**src/rtl/vjdot_accum_if.sv**
```systemverilog
// Handshake and data bundle for the vj accumulation stage: upstream
// valid/ready with the operands, and downstream valid/ready with the link acceleration.
interface vjdot_accum_if #(
    parameter int WIDTH = 32,
    parameter int CNT_W = 3
);
    logic                    valid_in;
    logic                    ready_out;
    logic signed [WIDTH-1:0] xa_in_AX, xa_in_AY, xa_in_AZ, xa_in_LX, xa_in_LY, xa_in_LZ;
    logic signed [WIDTH-1:0] vjvec_in_AX, vjvec_in_AY, vjvec_in_AZ;
    logic signed [WIDTH-1:0] vjvec_in_LX, vjvec_in_LY, vjvec_in_LZ;
    logic signed [WIDTH-1:0] qdd_in;
    logic signed [WIDTH-1:0] acc_out_AX, acc_out_AY, acc_out_AZ, acc_out_LX, acc_out_LY, acc_out_LZ;
    logic                    valid_out;
    logic                    ready_in;
    logic [CNT_W-1:0]        link_out;
    logic                    last_out;
    logic                    sat_out;

    modport slave (
        input  valid_in, xa_in_AX, xa_in_AY, xa_in_AZ, xa_in_LX, xa_in_LY, xa_in_LZ,
        input  vjvec_in_AX, vjvec_in_AY, vjvec_in_AZ, vjvec_in_LX, vjvec_in_LY, vjvec_in_LZ,
        input  qdd_in, ready_in,
        output ready_out, acc_out_AX, acc_out_AY, acc_out_AZ, acc_out_LX, acc_out_LY, acc_out_LZ,
        output valid_out, link_out, last_out, sat_out
    );

    modport master (
        output valid_in, xa_in_AX, xa_in_AY, xa_in_AZ, xa_in_LX, xa_in_LY, xa_in_LZ,
        output vjvec_in_AX, vjvec_in_AY, vjvec_in_AZ, vjvec_in_LX, vjvec_in_LY, vjvec_in_LZ,
        output qdd_in, ready_in,
        input  ready_out, acc_out_AX, acc_out_AY, acc_out_AZ, acc_out_LX, acc_out_LY, acc_out_LZ,
        input  valid_out, link_out, last_out, sat_out
    );
endinterface

```
**src/rtl/vjdot_accum.sv**
```systemverilog
// Link acceleration = parent accel + vj term, with qdd added on the joint axis (AZ),
// through a 2-stage saturating valid/ready pipeline with link tagging and a per-pass sticky saturation flag.
module vjdot_accum #(
    parameter int WIDTH        = 32,
    parameter int DECIMAL_BITS = 16,
    parameter int NUM_LINKS    = 7,
    parameter int CNT_W        = 3
) (
    input  logic          clk,
    input  logic          reset_n,
    vjdot_accum_if.slave  bus
);
    localparam logic [WIDTH-1:0] SAT_MAX   = {1'b0, {(WIDTH-1){1'b1}}};
    localparam logic [WIDTH-1:0] SAT_MIN   = {1'b1, {(WIDTH-1){1'b0}}};
    localparam logic [CNT_W-1:0] LAST_LINK = CNT_W'(NUM_LINKS - 1);

    generate
        if (NUM_LINKS < 1 || (1 << CNT_W) < NUM_LINKS || DECIMAL_BITS >= WIDTH) begin : gBadParams
            $error("vjdot_accum: invalid parameter combination");
        end
    endgenerate

    // Result MSB is the saturation flag; the sum is formed one bit wider so overflow is visible.
    function automatic logic [WIDTH:0] satAdd(input logic signed [WIDTH-1:0] a,
                                              input logic signed [WIDTH-1:0] b);
        logic [WIDTH:0] s;
        s = {a[WIDTH-1], a} + {b[WIDTH-1], b};
        if (s[WIDTH] != s[WIDTH-1]) return {1'b1, (s[WIDTH] ? SAT_MIN : SAT_MAX)};
        return {1'b0, s[WIDTH-1:0]};
    endfunction

    logic [WIDTH-1:0] xaIn [6];
    logic [WIDTH-1:0] vjIn [6];
    logic [WIDTH:0]   s1Res [6];
    logic [WIDTH:0]   azRes;
    logic             entrySat1, entrySat2;
    logic             s1Load, s2Load, inXfer;

    logic             s1Valid_q, s1Last_q, s1Sat_q;
    logic [WIDTH-1:0] s1Data_q [6];
    logic [WIDTH-1:0] s1Qdd_q;
    logic [CNT_W-1:0] s1Link_q;
    logic             s2Valid_q, s2Last_q, sat_q, sat_d;
    logic [WIDTH-1:0] acc_q [6];
    logic [CNT_W-1:0] s2Link_q;
    logic [CNT_W-1:0] linkCnt_q, linkCnt_d;

    assign xaIn[0] = bus.xa_in_AX;    assign xaIn[1] = bus.xa_in_AY;    assign xaIn[2] = bus.xa_in_AZ;
    assign xaIn[3] = bus.xa_in_LX;    assign xaIn[4] = bus.xa_in_LY;    assign xaIn[5] = bus.xa_in_LZ;
    assign vjIn[0] = bus.vjvec_in_AX; assign vjIn[1] = bus.vjvec_in_AY; assign vjIn[2] = bus.vjvec_in_AZ;
    assign vjIn[3] = bus.vjvec_in_LX; assign vjIn[4] = bus.vjvec_in_LY; assign vjIn[5] = bus.vjvec_in_LZ;

    for (genvar k = 0; k < 6; k++) begin : gStage1Sum
        assign s1Res[k] = satAdd(xaIn[k], vjIn[k]);
    end

    assign entrySat1 = s1Res[0][WIDTH] | s1Res[1][WIDTH] | s1Res[2][WIDTH]
                     | s1Res[3][WIDTH] | s1Res[4][WIDTH] | s1Res[5][WIDTH];
    assign azRes     = satAdd(s1Data_q[2], s1Qdd_q);
    assign entrySat2 = s1Sat_q | azRes[WIDTH];

    assign s2Load    = !s2Valid_q || bus.ready_in;
    assign s1Load    = !s1Valid_q || s2Load;
    assign inXfer    = bus.valid_in && s1Load;
    assign linkCnt_d = (linkCnt_q == LAST_LINK) ? '0 : linkCnt_q + 1'b1;
    // Link 0 opens a new pass, so the sticky flag restarts from that entry alone.
    assign sat_d     = (s1Link_q == '0) ? entrySat2 : (sat_q | entrySat2);

    always_ff @(posedge clk or negedge reset_n) begin
        if (!reset_n) begin
            s1Valid_q <= 1'b0;
            s1Last_q  <= 1'b0;
            s1Sat_q   <= 1'b0;
            s1Qdd_q   <= '0;
            s1Link_q  <= '0;
            linkCnt_q <= '0;
            for (int k = 0; k < 6; k++) s1Data_q[k] <= '0;
        end else begin
            if (s1Load) s1Valid_q <= bus.valid_in;
            if (inXfer) begin
                for (int k = 0; k < 6; k++) s1Data_q[k] <= s1Res[k][WIDTH-1:0];
                s1Qdd_q   <= bus.qdd_in;
                s1Link_q  <= linkCnt_q;
                s1Last_q  <= (linkCnt_q == LAST_LINK);
                s1Sat_q   <= entrySat1;
                linkCnt_q <= linkCnt_d;
            end
        end
    end

    always_ff @(posedge clk or negedge reset_n) begin
        if (!reset_n) begin
            s2Valid_q <= 1'b0;
            s2Last_q  <= 1'b0;
            s2Link_q  <= '0;
            sat_q     <= 1'b0;
            for (int k = 0; k < 6; k++) acc_q[k] <= '0;
        end else begin
            if (s2Load) s2Valid_q <= s1Valid_q;
            if (s2Load && s1Valid_q) begin
                for (int k = 0; k < 6; k++) acc_q[k] <= s1Data_q[k];
                acc_q[2] <= azRes[WIDTH-1:0];
                s2Link_q <= s1Link_q;
                s2Last_q <= s1Last_q;
                sat_q    <= sat_d;
            end
        end
    end

    assign bus.ready_out  = s1Load;
    assign bus.valid_out  = s2Valid_q;
    assign bus.link_out   = s2Link_q;
    assign bus.last_out   = s2Last_q;
    assign bus.sat_out    = sat_q;
    assign bus.acc_out_AX = acc_q[0];
    assign bus.acc_out_AY = acc_q[1];
    assign bus.acc_out_AZ = acc_q[2];
    assign bus.acc_out_LX = acc_q[3];
    assign bus.acc_out_LY = acc_q[4];
    assign bus.acc_out_LZ = acc_q[5];
endmodule
```
**src/flat_wrapper.sv**
```systemverilog
// flat-port wrapper written by rule: the top's interface ports become plain ports
module vjdot_accum_flat 
#(
    parameter int WIDTH        = 32,
    parameter int DECIMAL_BITS = 16,
    parameter int NUM_LINKS    = 7,
    parameter int CNT_W        = 3
)
  (clk, reset_n, bus_valid_in, bus_xa_in_AX, bus_xa_in_AY, bus_xa_in_AZ, bus_xa_in_LX, bus_xa_in_LY, bus_xa_in_LZ, bus_vjvec_in_AX, bus_vjvec_in_AY, bus_vjvec_in_AZ, bus_vjvec_in_LX, bus_vjvec_in_LY, bus_vjvec_in_LZ, bus_qdd_in, bus_ready_in, bus_ready_out, bus_acc_out_AX, bus_acc_out_AY, bus_acc_out_AZ, bus_acc_out_LX, bus_acc_out_LY, bus_acc_out_LZ, bus_valid_out, bus_link_out, bus_last_out, bus_sat_out);
  vjdot_accum_if #(.WIDTH(WIDTH), .CNT_W(CNT_W)) bus_i ();
  input  logic clk;
  input  logic reset_n;
  input wire logic [$bits(bus_i.valid_in)-1:0] bus_valid_in;
  input wire logic [$bits(bus_i.xa_in_AX)-1:0] bus_xa_in_AX;
  input wire logic [$bits(bus_i.xa_in_AY)-1:0] bus_xa_in_AY;
  input wire logic [$bits(bus_i.xa_in_AZ)-1:0] bus_xa_in_AZ;
  input wire logic [$bits(bus_i.xa_in_LX)-1:0] bus_xa_in_LX;
  input wire logic [$bits(bus_i.xa_in_LY)-1:0] bus_xa_in_LY;
  input wire logic [$bits(bus_i.xa_in_LZ)-1:0] bus_xa_in_LZ;
  input wire logic [$bits(bus_i.vjvec_in_AX)-1:0] bus_vjvec_in_AX;
  input wire logic [$bits(bus_i.vjvec_in_AY)-1:0] bus_vjvec_in_AY;
  input wire logic [$bits(bus_i.vjvec_in_AZ)-1:0] bus_vjvec_in_AZ;
  input wire logic [$bits(bus_i.vjvec_in_LX)-1:0] bus_vjvec_in_LX;
  input wire logic [$bits(bus_i.vjvec_in_LY)-1:0] bus_vjvec_in_LY;
  input wire logic [$bits(bus_i.vjvec_in_LZ)-1:0] bus_vjvec_in_LZ;
  input wire logic [$bits(bus_i.qdd_in)-1:0] bus_qdd_in;
  input wire logic [$bits(bus_i.ready_in)-1:0] bus_ready_in;
  output wire logic [$bits(bus_i.ready_out)-1:0] bus_ready_out;
  output wire logic [$bits(bus_i.acc_out_AX)-1:0] bus_acc_out_AX;
  output wire logic [$bits(bus_i.acc_out_AY)-1:0] bus_acc_out_AY;
  output wire logic [$bits(bus_i.acc_out_AZ)-1:0] bus_acc_out_AZ;
  output wire logic [$bits(bus_i.acc_out_LX)-1:0] bus_acc_out_LX;
  output wire logic [$bits(bus_i.acc_out_LY)-1:0] bus_acc_out_LY;
  output wire logic [$bits(bus_i.acc_out_LZ)-1:0] bus_acc_out_LZ;
  output wire logic [$bits(bus_i.valid_out)-1:0] bus_valid_out;
  output wire logic [$bits(bus_i.link_out)-1:0] bus_link_out;
  output wire logic [$bits(bus_i.last_out)-1:0] bus_last_out;
  output wire logic [$bits(bus_i.sat_out)-1:0] bus_sat_out;
  assign bus_i.valid_in = bus_valid_in;
  assign bus_i.xa_in_AX = bus_xa_in_AX;
  assign bus_i.xa_in_AY = bus_xa_in_AY;
  assign bus_i.xa_in_AZ = bus_xa_in_AZ;
  assign bus_i.xa_in_LX = bus_xa_in_LX;
  assign bus_i.xa_in_LY = bus_xa_in_LY;
  assign bus_i.xa_in_LZ = bus_xa_in_LZ;
  assign bus_i.vjvec_in_AX = bus_vjvec_in_AX;
  assign bus_i.vjvec_in_AY = bus_vjvec_in_AY;
  assign bus_i.vjvec_in_AZ = bus_vjvec_in_AZ;
  assign bus_i.vjvec_in_LX = bus_vjvec_in_LX;
  assign bus_i.vjvec_in_LY = bus_vjvec_in_LY;
  assign bus_i.vjvec_in_LZ = bus_vjvec_in_LZ;
  assign bus_i.qdd_in = bus_qdd_in;
  assign bus_i.ready_in = bus_ready_in;
  assign bus_ready_out = bus_i.ready_out;
  assign bus_acc_out_AX = bus_i.acc_out_AX;
  assign bus_acc_out_AY = bus_i.acc_out_AY;
  assign bus_acc_out_AZ = bus_i.acc_out_AZ;
  assign bus_acc_out_LX = bus_i.acc_out_LX;
  assign bus_acc_out_LY = bus_i.acc_out_LY;
  assign bus_acc_out_LZ = bus_i.acc_out_LZ;
  assign bus_valid_out = bus_i.valid_out;
  assign bus_link_out = bus_i.link_out;
  assign bus_last_out = bus_i.last_out;
  assign bus_sat_out = bus_i.sat_out;
  vjdot_accum #(.WIDTH(WIDTH), .DECIMAL_BITS(DECIMAL_BITS), .NUM_LINKS(NUM_LINKS), .CNT_W(CNT_W)) u_core (.clk(clk), .reset_n(reset_n), .bus(bus_i));
endmodule
```
**config.mk**
```make
export PLATFORM = sky130hd
export DESIGN_NAME = vjdot_accum_flat
export DESIGN_NICKNAME = d
export VERILOG_FILES = /design/src/rtl/vjdot_accum_if.sv /design/src/rtl/vjdot_accum.sv /design/src/flat_wrapper.sv
export SDC_FILE = /design/constraint.sdc
export NUM_CORES = 1
export LEC_CHECK = 0
export CAP_MARGIN = 20
export CORE_AREA = 2 2 237 239
export CTS_BUF_LIST = sky130_fd_sc_hd__clkbuf_16
export CTS_CLUSTER_DIAMETER = 40
export DETAILED_ROUTE_END_ITERATION = 8
export DIE_AREA = 0 0 239 241
export PLACE_DENSITY_LB_ADDON = 0.3
export REMOVE_ABC_BUFFERS = 1
export SYNTH_ARGS = -nofsm -noshare
export SYNTH_HDL_FRONTEND = slang
export SYNTH_SLANG_ARGS = --single-unit
```
**constraint.sdc**
```tcl
create_clock -name clk -period 5.3 [get_ports clk]
set_input_delay 1.59 -clock clk [delete_from_list [all_inputs] [get_ports clk]]
set_output_delay 1.59 -clock clk [all_outputs]
set_load 0.02 [all_outputs]
```
==> metrics.txt, run 1 <==
Storage cell area 10790 sq um; CP Data Arrival Time 5.58 ns; measured slew at the worst slew-check pin 0.9981 ns; required time of the critical path 5.84 ns; router iterations before antenna repair 7; Multi-input gate area 16820 sq um; fin worst setup slack 0.2579 ns; # rows 86; Die Y 241 um; Lkg Pwr 18.76 nW; Final period util 0.9513; clk slew on worst S/H paths 0.05 ns; routed wire length on met2 45.15 mm; dominant synthesized flop cell dfrtp_1; total power 17.28 mW; Clock Skew 0.01828 ns; Yosys cell types 82; crit path launch type primary input; Yosys top cell by area dfrtp_1; CP endpoint kind register; Syn Area/Cell 8.540 sq um; clock latency on the worst-skew pair 0.60 ns; CTS H-tree depth 3; Syn. warnings 0; multiplexer area fraction after synthesis 0.004134; vias in the first global route 28140; worst setup path end u_core.s1Data_q[150]; die area 57600 sq um; WS Path Type in2reg; simple-gate area share of the yosys netlist 0.1836; xor/xnor cell area share of the yosys netlist 0.05665; pwr dens 432.5 nW/um^2; Longest Clk Path Bufs 3; CTS buffer count 70; RD Place Congestion 0.9381; Area Growth Syn to Fin 40.41%; fmax 0.1983 GHz; r2r endpoint u_core.bus.acc_out_AZ[21]; Final ANT Viol Nets 0; HPWL after DPL 73.22 mm; crit-path max FO 19; Synth top area share 0.3791; Routed Wire Length 95.20 mm; Met1 Wirelength 38.88 mm; CTS Hold Bufs 0; 1st-iter DRT viols 1969; final hold vios 0; top sig layer met5; mean routed wirelength per cell 19.20 um; first-pass GRT wire length 149.4 mm; non-filler cells, final 4959; crit path time final 5.042 ns; Pins Over Slew Limit 0; Placed Instances 4827; largest family of logic cells by synthesized area compound AO/OA/AOI/OAI gates; core region area 54880 sq um; overall routing resource usage 0.3274; Post-Syn Instances 3331; initial antenna violation count 3; CTS Sinks 431; CP peak stage delay 0.46 ns; Post-synth EDFFs 0; DIE WIDTH 239 um; worst reg2reg path depth 14; RSZ-0062 raised after global routing false; post-place setup slack -0.4063 ns; CTS tree done; nets 4861; Max-Cap Viols 0; Starting Density 0.5184; Worst R2R Start u_core.s1Qdd_q[6]; Seq/Total Area, Yosys 0.3791; critical path startpoint bus_vjvec_in_AY[1]; Critical Path Slowest Stage Cell clkdlybuf4s50_1; outcome finished clean; post-synthesis compound-gate area fraction 0.2360; filler instances 4092; share of cells above drive strength 1 0.1225; fraction of the mapped netlist area in adder cells 0.1096; crit-path cells clkdlybuf4s50_1 > ha_1 > a21o_1 > a21oi_1 > o21ai_0 > a21o_1 > a31oi_1 > buf_4 > nor3_2 > o41ai_2 > o211ai_1 > mux2i_1 > or2_2 > ha_1 > inv_1 > a211o_1 > buf_12 > o211ai_1 > o21a_1; largest net degree at the start of global routing 108; drc violations 0; VDD IR-drop max 0.0003323 V; slew margin rel. 0.3174; clk root buf clkbuf_16; most area-consuming cells after synthesis dfrtp_1 (38%), nand2_1 (11%), ha_1 (10%); I/O pin count 619; Port Buffers 618; Synth Register Bits 431; Async SR Flop Fraction 1.000; r2r setup slk 0.90 ns; overall via count from detail_route 28480; met3 wire len 6.901 mm; Hold WC Path Type reg2reg; DR vias/cell 5.742; Remaining Overflow, GRT 0; Setup Viol. Count Final 0; Mapped Area 28450 sq um
[layout by cell type (no fill, tap or decap), types with 9 or more instances in the layout]
cell	n
o211ai_1	66
a211oi_1	19
clkinv_1	12
o21ai_1	13
inv_1	66
a211o_1	12
xor2_1	81
dfrtp_1	431
buf_12	15
o211ai_2	17
a31o_2	9
o22a_1	45
or3_1	12
o21a_1	93
clkdlybuf4s50_1	617
o31ai_1	21
nand2_1	807
a31oi_1	56
clkbuf_16	71
nand2b_1	37
o21ai_0	181
nor2_1	185
nor2b_1	16
nand3_1	48
a21oi_1	220
buf_4	322
a21o_1	114
and3_1	33
nor3_1	37
inv_6	14
ha_1	237
a221o_1	16
xnor2_1	103
clkinv_2	9
and2_1	18
o21bai_1	25
nand4_1	20
[metrics by stage]
stage | util | TNS [ns] | hold slack, ns | instance area [sq um]
6_report | 0.7279 | 0 | 0.4622 | 39940
5_1_grt | 0.7279 | 0 | 0.4781 | 39940
4_1_cts | 0.7273 | 0 | 0.4635 | 39910
3_5_place_dp | 0.6853 | -32.93 | 0.4516 | 37610
3_3_place_gp | 0.6853 | -25.00 | 0.4452 | 37610
2_1_floorplan | - | -490.84 | 0.4304 | 27810
[synth_stat cells (all sizes together) (25+ instances only)]
| cell type | count |
|---|---|
| dfrtp | 431 |
| o211ai | 83 |
| a21oi | 224 |
| xor2 | 81 |
| xnor2 | 103 |
| clkbuf | 134 |
| buf | 28 |
| nand3 | 48 |
| nand2 | 809 |
| nor3 | 38 |
| inv | 62 |
| a21o | 114 |
| nor2 | 185 |
| o21a | 93 |
| nand2b | 37 |
| o21bai | 25 |
| a31oi | 58 |
| o21ai | 196 |
| and3 | 33 |
| ha | 238 |
| o22a | 45 |
[worst max-delay path, delay by kind of cell]
family / cells / cell delay, ns
compound gates: 10 / 1.92
fa+ha+maj: 2 / 0.68
buf+inv: 4 / 0.86
mux: 1 / 0.15
simple gates: 2 / 0.35
[worst min-delay path by stage]
stage                    startpoint  cells after the start                        end  slack, ns
2_1_floorplan  u_core.s1Data_q[145]                      2  u_core.bus.acc_out_AY[17]       0.43
3_3_place_gp   u_core.s1Data_q[184]                      2  u_core.bus.acc_out_AX[24]       0.45
5_1_grt        u_core.s1Data_q[159]                      2  u_core.bus.acc_out_AY[31]       0.48
3_5_place_dp    u_core.s1Data_q[77]                      2  u_core.bus.acc_out_LX[13]       0.45
6_report       u_core.s1Data_q[174]                      2  u_core.bus.acc_out_AX[14]       0.46
4_1_cts         u_core.s1Data_q[95]                      2  u_core.bus.acc_out_LX[31]       0.46
[metal layers]
layer,GRT usage,up-vias
met5,0,-
met4,0.1504,4
met3,0.06520,217
met2,0.5466,1085
met1,0.4108,13640
li1,-,13540
[state kept, by name, summed over array words and instances, names as in the netlist, 3 cells and up]
register and count:
u_core.bus.acc_out_AX 32, u_core.bus.acc_out_AY 32, u_core.bus.acc_out_AZ 32, u_core.bus.acc_out_LX 32
u_core.bus.acc_out_LY 32, u_core.bus.acc_out_LZ 32, u_core.bus.link_out 3, u_core.linkCnt_q 3
u_core.s1Data_q 192, u_core.s1Link_q 3, u_core.s1Qdd_q 32
[cell type report]
type	instances	share of cell area
Timing Repair Buffer	955	0.2230
Clock buffer	71	0.04448
Multi-Input combinational cell	2674	0.4212
Sequential cell	431	0.2700
Tap cell	704	0.02205
Inverter	64	0.006014
Antenna cell	1	0.00006265
Clock inverter	59	0.01312
[timing repair]
item,CTS,global route
resized for setup,0,7
setup buffers,0,1
setup endpoints to repair,0,52
[cell families (layout without fill, tap and decap cells)]
logic type	after synthesis	after routing
AO/OA/AOI/OAI	991	991
XOR/XNOR	184	184
adder cells (fa/ha/maj)	245	245
buffers and inverters	226	1149
flip-flops	431	431
multiplexers	11	11
other	0	1
AND/OR/NAND/NOR	1243	1243
[where the power goes]
part	switching, mW	internal, mW	total (mW)
registers	0.795	4.43	5.22
logic	4.17	3.43	7.60
clock network	1.79	2.66	4.46
(Power assumes the default switching activity.)
==> inputs of run 2 (changes only) <==
CORE_AREA = unset   (was 2 2 237 239)
CORE_ASPECT_RATIO = 2   (was unset)
CORE_MARGIN = 3   (was unset)
CORE_UTILIZATION = 52   (was unset)
DIE_AREA = unset   (was 0 0 239 241)
==> metrics.txt, run 2 (synthesis results as in run 1) <==
Setup Viol. Count Final 0 (unchanged); overall routing resource usage 0.3514 (+0.02399); overall via count from detail_route 28500 (+0.077%); die area 57720 sq um (+0.21%); WHS 0.4659 ns (+0.003656 ns); outcome finished clean; Longest Clk Path Bufs 3 (unchanged); CP Data Arrival Time 5.62 ns (+0.04 ns); mean routed wirelength per cell 21.16 um (+10%); slew margin rel. 0.3645 (+0.04713); Die Y 336.8 um (+40%); Routed Wire Length 103.5 mm (+8.8%); Port Buffers 618 (unchanged); r2r endpoint u_core.bus.acc_out_AZ[14]; router iterations before antenna repair 5 (-2); sequential share of power 0.323 (+0.021); RD Place Congestion 1.022 (+8.9%); Int Power 9.625 mW (-8.5%); 1st-iter DRT viols 1778 (-9.7%); Fin Setup TNS 0 ns (unchanged); Final ANT Viol Nets 0 (unchanged); Lkg Pwr 18.43 nW (-1.7%); Util after Layout 0.7284 (about the same); clock power share 0.199 (-0.059); fmax 0.1958 GHz (-1.3%); Comb pwr share 0.478 (+0.038); vias in the first global route 29210 (+3.8%); switch share 0.4021 (+0.01115); Placed Instances 4794 (-0.68%); core region area 53900 sq um (-1.8%); non-filler cells, final 4892 (-1.4%); critical path startpoint bus_xa_in_LY[12]; Clock Skew 0.01531 ns (-0.002967 ns); total power 16.10 mW (-6.8%); Starting Density 0.5278 (+0.009386); CTS Hold Bufs 0 (unchanged); Placed Area 37580 sq um (about the same); CTS Sinks 431 (unchanged); crit path launch type primary input; first-pass GRT wire length 158.0 mm (+5.8%); HPWL after DPL 82.57 mm (+13%); final hold vios 0 (unchanged); Switch Pwr 6.473 mW (-4.2%); max reg flops 192 (unchanged); WS Path Type in2reg; crit path time final 5.108 ns (+0.06624 ns); fin area 39260 sq um (-1.7%); hold_sp u_core.s1Data_q[150]; clk slew on worst S/H paths 0.07 ns (+0.02 ns); Worst R2R Start u_core.s1Qdd_q[6]; # rows 120 (+40%); Final period util 0.9638 (+0.01250); CTS H-tree depth 2 (-1); most frequent cells in the layout nand2_1 (807), clkdlybuf4s50_1 (613), dfrtp_1 (431), buf_4 (320), ha_1 (234); largest net degree at the start of global routing 108 (unchanged); measured slew at the worst slew-check pin 0.9292 ns (-0.06891 ns); clock latency on the worst-skew pair 0.58 ns (-0.02 ns); fin worst setup slack 0.1917 ns (-0.06624 ns); CTS buffer count 47 (-33%); share of cells above drive strength 1 0.1174 (-0.005105); nets 4839 (-0.45%); commonest non-fill, non-tap cell in the layout nand2_1; post-place setup slack -0.7240 ns (-0.3177 ns); DR vias/cell 5.826 (+1.4%); DIE WIDTH 171.4 um (-28%); pwr dens 410.0 nW/um^2 (-5.2%); clk root buf clkbuf_16; Pins Over Slew Limit 0 (unchanged); Hold WC Path Type reg2reg; drc violations 0 (unchanged); Area Growth Syn to Fin 38.01%; Max-Cap Viols 0 (unchanged); VDD IR-drop max 0.0002936 V (-12%); largest register by flop count u_core.s1Data_q; CTS tree done; required time of the critical path 5.81 ns (-0.03 ns); worst reg2reg path depth 15 (+1); initial antenna violation count 16 (+13); r2r setup slk 1.01 ns (+0.11 ns); Remaining Overflow, GRT 0 (unchanged); I/O pin count 619 (unchanged); crit-path max FO 8 (-11); CP endpoint kind register; worst setup path end u_core.s1Data_q[58]
-- run 2: cell types whose count changed in the layout (fill, tap and decap cells not counted), moves of 4 or more --
cell,before,now
clkinv_4,7,2
inv_6,14,5
clkinv_1,12,8
o21ai_0,181,177
dlymetal6s2s_1,0,4
inv_1,66,71
diode_2,1,12
clkdlybuf4s50_1,617,613
clkinv_2,9,4
clkbuf_16,71,48
-- run 2: power by group through the flow --
stage / Clock, mW / Sequential [mW] / Combinational, mW
after floorplan: 0 / 5.66 / 3.70
after global placement: 0 / 5.20 / 7.46
after detailed placement: 0 / 5.21 / 7.60
after CTS: 3.25 / 5.18 / 7.64
after global routing: 3.38 / 5.30 / 8.34
final: 3.20 / 5.20 / 7.69
-- run 2: worst min path at each step --
stage	slack, ns	cells after the start	to
final	0.47	2	u_core.bus.acc_out_AY[22]
after global routing	0.48	2	u_core.bus.acc_out_AY[8]
after CTS	0.46	2	u_core.bus.acc_out_LX[0]
after detailed placement	0.45	2	u_core.bus.acc_out_AX[2]
after global placement	0.45	2	u_core.bus.acc_out_LZ[1]
after floorplan	0.43	2	u_core.bus.acc_out_AY[17]
-- run 2: per-layer routing --
metal,wire [um],global-route usage
met5,45,0
met4,7363,0.2112
met1,35500,0.3602
met3,7407,0.08189
met2,53210,0.6394
-- run 2: repair_timing --
item / CTS / global route
pin swaps: 1 / 9
hold endpoints to repair: 0 / 0
cloned: 0 / 1
buffers inserted: 0 / 1
setup endpoints to repair: 21 / 131
resized for setup: 1 / 36
-- run 2: area by class of cell --
cell class	count	area, sq um
Antenna cell	12	30.03
Clock buffer	47	1176
Clock inverter	37	299.0
Fill cell	4165	14640
Inverter	64	240.2
Multi-Input combinational cell	2674	16930
Sequential cell	431	10790
Tap cell	671	839.6
Timing Repair Buffer	956	8960
-- run 2: worst max-delay path, cell delays in order --
cell	delay (ns)
clkdlybuf4s50_1	0.46
ha_1	0.42
nand3_1	0.10
nor2_1	0.14
and3_1	0.16
and3_1	0.19
o21ai_0	0.13
a21o_1	0.21
a21oi_1	0.32
a31oi_1	0.17
o21ai_0	0.30
xnor2_1	0.11
ha_1	0.30
inv_1	0.13
or2_2	0.41
nor2_2	0.30
a221o_1	0.19
==> inputs of run 3 (changes only) <==
CTS_CLUSTER_SIZE = 24   (was unset)
==> metrics.txt, run 3 (synthesis results as in run 1) <==
HPWL after DPL 82.57 mm (unchanged); slew margin rel. 0.3723 (+0.007784); DIE WIDTH 171.4 um (unchanged); CP Data Arrival Time 5.67 ns (+0.05 ns); Max-Cap Viols 0 (unchanged); max reg flops 192 (unchanged); Setup Viol. Count Final 0 (unchanged); nets 4832 (-0.14%); Clock Skew 0.02437 ns (+0.009056 ns); measured slew at the worst slew-check pin 0.9416 ns (+0.01235 ns); crit-path max FO 7 (-1); Routed Wire Length 103.7 mm (+0.16%); RD Place Congestion 1.022 (unchanged); non-filler cells, final 4881 (-0.22%); Die Y 336.8 um (unchanged); largest register by flop count u_core.s1Data_q; largest net degree at the start of global routing 108 (unchanged); vias in the first global route 29220 (+0.051%); Critical Path Slowest Stage Cell o311ai_0; Comb pwr share 0.480 (+0.002); Port Buffers 618 (unchanged); router iterations before antenna repair 5 (unchanged); final hold vios 0 (unchanged); Starting Density 0.5278 (unchanged); pwr dens 409.4 nW/um^2 (-0.15%); mean routed wirelength per cell 21.24 um (+0.38%); overall via count from detail_route 28560 (+0.20%); outcome finished clean; Fin Setup TNS 0 ns (unchanged); # rows 120 (unchanged); Lkg Pwr 18.38 nW (-0.30%); clock power share 0.197 (-0.002); clock latency on the worst-skew pair 0.59 ns (about the same); Final period util 0.9709 (+0.007046); family with the most delay on the worst path compound AO/OA/AOI/OAI gates; Area Growth Syn to Fin 37.83%; sequential share of power 0.323 (about the same); worst path buffer plus inverter count 3 (+1); DR vias/cell 5.851 (+0.43%); Hold WC Path Type reg2reg; clk root buf clkbuf_16; 1st-iter DRT viols 1888 (+6.2%); CP endpoint kind register; VDD IR-drop max 0.0002474 V (-16%); share of cells above drive strength 1 0.1174 (about the same); Int Power 9.430 mW (-2.0%); CTS H-tree depth 2 (unchanged); WS Path Type in2reg; Remaining Overflow, GRT 0 (unchanged); crit path launch type primary input; Pins Over Slew Limit 0 (unchanged); total power 16.05 mW (-0.28%); Placed Instances 4794 (unchanged); crit-path cells clkdlybuf4s50_1 > ha_1 > a21o_1 > or3_1 > o221ai_1 > buf_4 > o2111ai_1 > nand3_1 > a21boi_0 > a31oi_1 > o21ai_0 > a21o_1 > xor2_1 > ha_1 > buf_4 > o311ai_0 > o21a_1; clk slew on worst S/H paths 0.09 ns (+0.02 ns); first-pass GRT wire length 157.4 mm (-0.38%); CP peak stage delay 0.53 ns (+0.07 ns); WHS 0.4568 ns (-0.009102 ns); Longest Clk Path Bufs 3 (unchanged); most frequent cells in the layout nand2_1 (807), clkdlybuf4s50_1 (614), dfrtp_1 (431), buf_4 (321), ha_1 (235); required time of the critical path 5.82 ns (about the same); switch share 0.4125 (+0.01044); Util after Layout 0.7274 (-0.0009290); Final ANT Viol Nets 0 (unchanged); drc violations 0 (unchanged); commonest non-fill, non-tap cell in the layout nand2_1; CTS Sinks 431 (unchanged); crit path time final 5.146 ns (+0.03734 ns); die area 57720 sq um (unchanged); CTS tree done; Switch Pwr 6.622 mW (+2.3%); core region area 53900 sq um (unchanged); initial antenna violation count 16 (unchanged); I/O pin count 619 (unchanged); overall routing resource usage 0.3501 (-0.001268); fmax 0.1943 GHz (-0.73%); CTS buffer count 40 (-15%)
[run 3: worst reg2reg max path: stages (launching register included)]
cell,delay [ns]
dfrtp_1,0.40
ha_1,0.38
a2111oi_0,0.37
o21ai_0,0.22
a21oi_1,0.46
a21oi_1,0.22
o21ai_0,0.29
o21ai_1,0.17
o21ai_0,0.18
o21ai_0,0.15
xor2_1,0.23
ha_1,0.29
buf_4,0.20
or4_1,0.53
a31oi_1,0.19
[run 3: cell type report]
| class | instances | area (sq um) |
|---|---|---|
| flip-flops and latches | 431 | 10790 |
| repair buffers | 956 | 8954 |
| inverters | 64 | 240.2 |
| multi-input cells | 2674 | 16920 |
| well taps | 671 | 839.6 |
| clock inverters | 33 | 421.7 |
| diodes | 11 | 27.53 |
| clock buffers | 41 | 1026 |
| fillers | 4215 | 14690 |
[run 3: what timing repair did]
item                                    in CTS  in global routing
endpoints found under the setup margin      20                125
cloned                                       0                  1
buffers inserted                             0                  1
pin swaps                                    1                  8
hold buffers                                 0                  0
resized for setup                            1                 30
[run 3: path summary, 6_finish.rpt]
kind	to	slack, ns	cells after the start	start
max	u_core.s1Data_q[181]	0.15	17	bus_vjvec_in_AX[6]
min	u_core.bus.acc_out_AY[22]	0.46	2	u_core.s1Data_q[150]
max reg2reg	u_core.bus.acc_out_AZ[21]	0.93	14	u_core.s1Qdd_q[6]
min reg2reg	u_core.bus.acc_out_AY[22]	0.46	2	u_core.s1Data_q[150]
max in group asynchronous	u_core.bus.acc_out_AX[9]	3.10	2	reset_n
min in group asynchronous	u_core.bus.acc_out_LX[10]	1.06	1	reset_n
[run 3: power by group through the flow]
stage	registers [mW]	clock network [mW]	logic [mW]
floorplan	5.66	0	3.70
global placement	5.20	0	7.46
detailed placement	5.21	0	7.60
CTS	5.17	3.21	7.64
global route	5.29	3.34	8.34
finish	5.19	3.16	7.70
[run 3: routing by layer]
metal	GRT usage	wire length, um	vias to the layer above
li1	-	-	13460
met1	0.3598	35290	13660
met2	0.6372	53180	1107
met3	0.07942	7843	323
met4	0.2113	7325	10
met5	0	58	-
[run 3: per-stage QoR]
stage | area [sq um] | setup WS, ns
after CTS | 39030 | 0.03284
final | 39210 | 0.1543
after floorplan | 27810 | -2.700
after global placement | 37580 | -0.6074
after detailed placement | 37580 | -0.7240
after global routing | 39200 | -0.01491
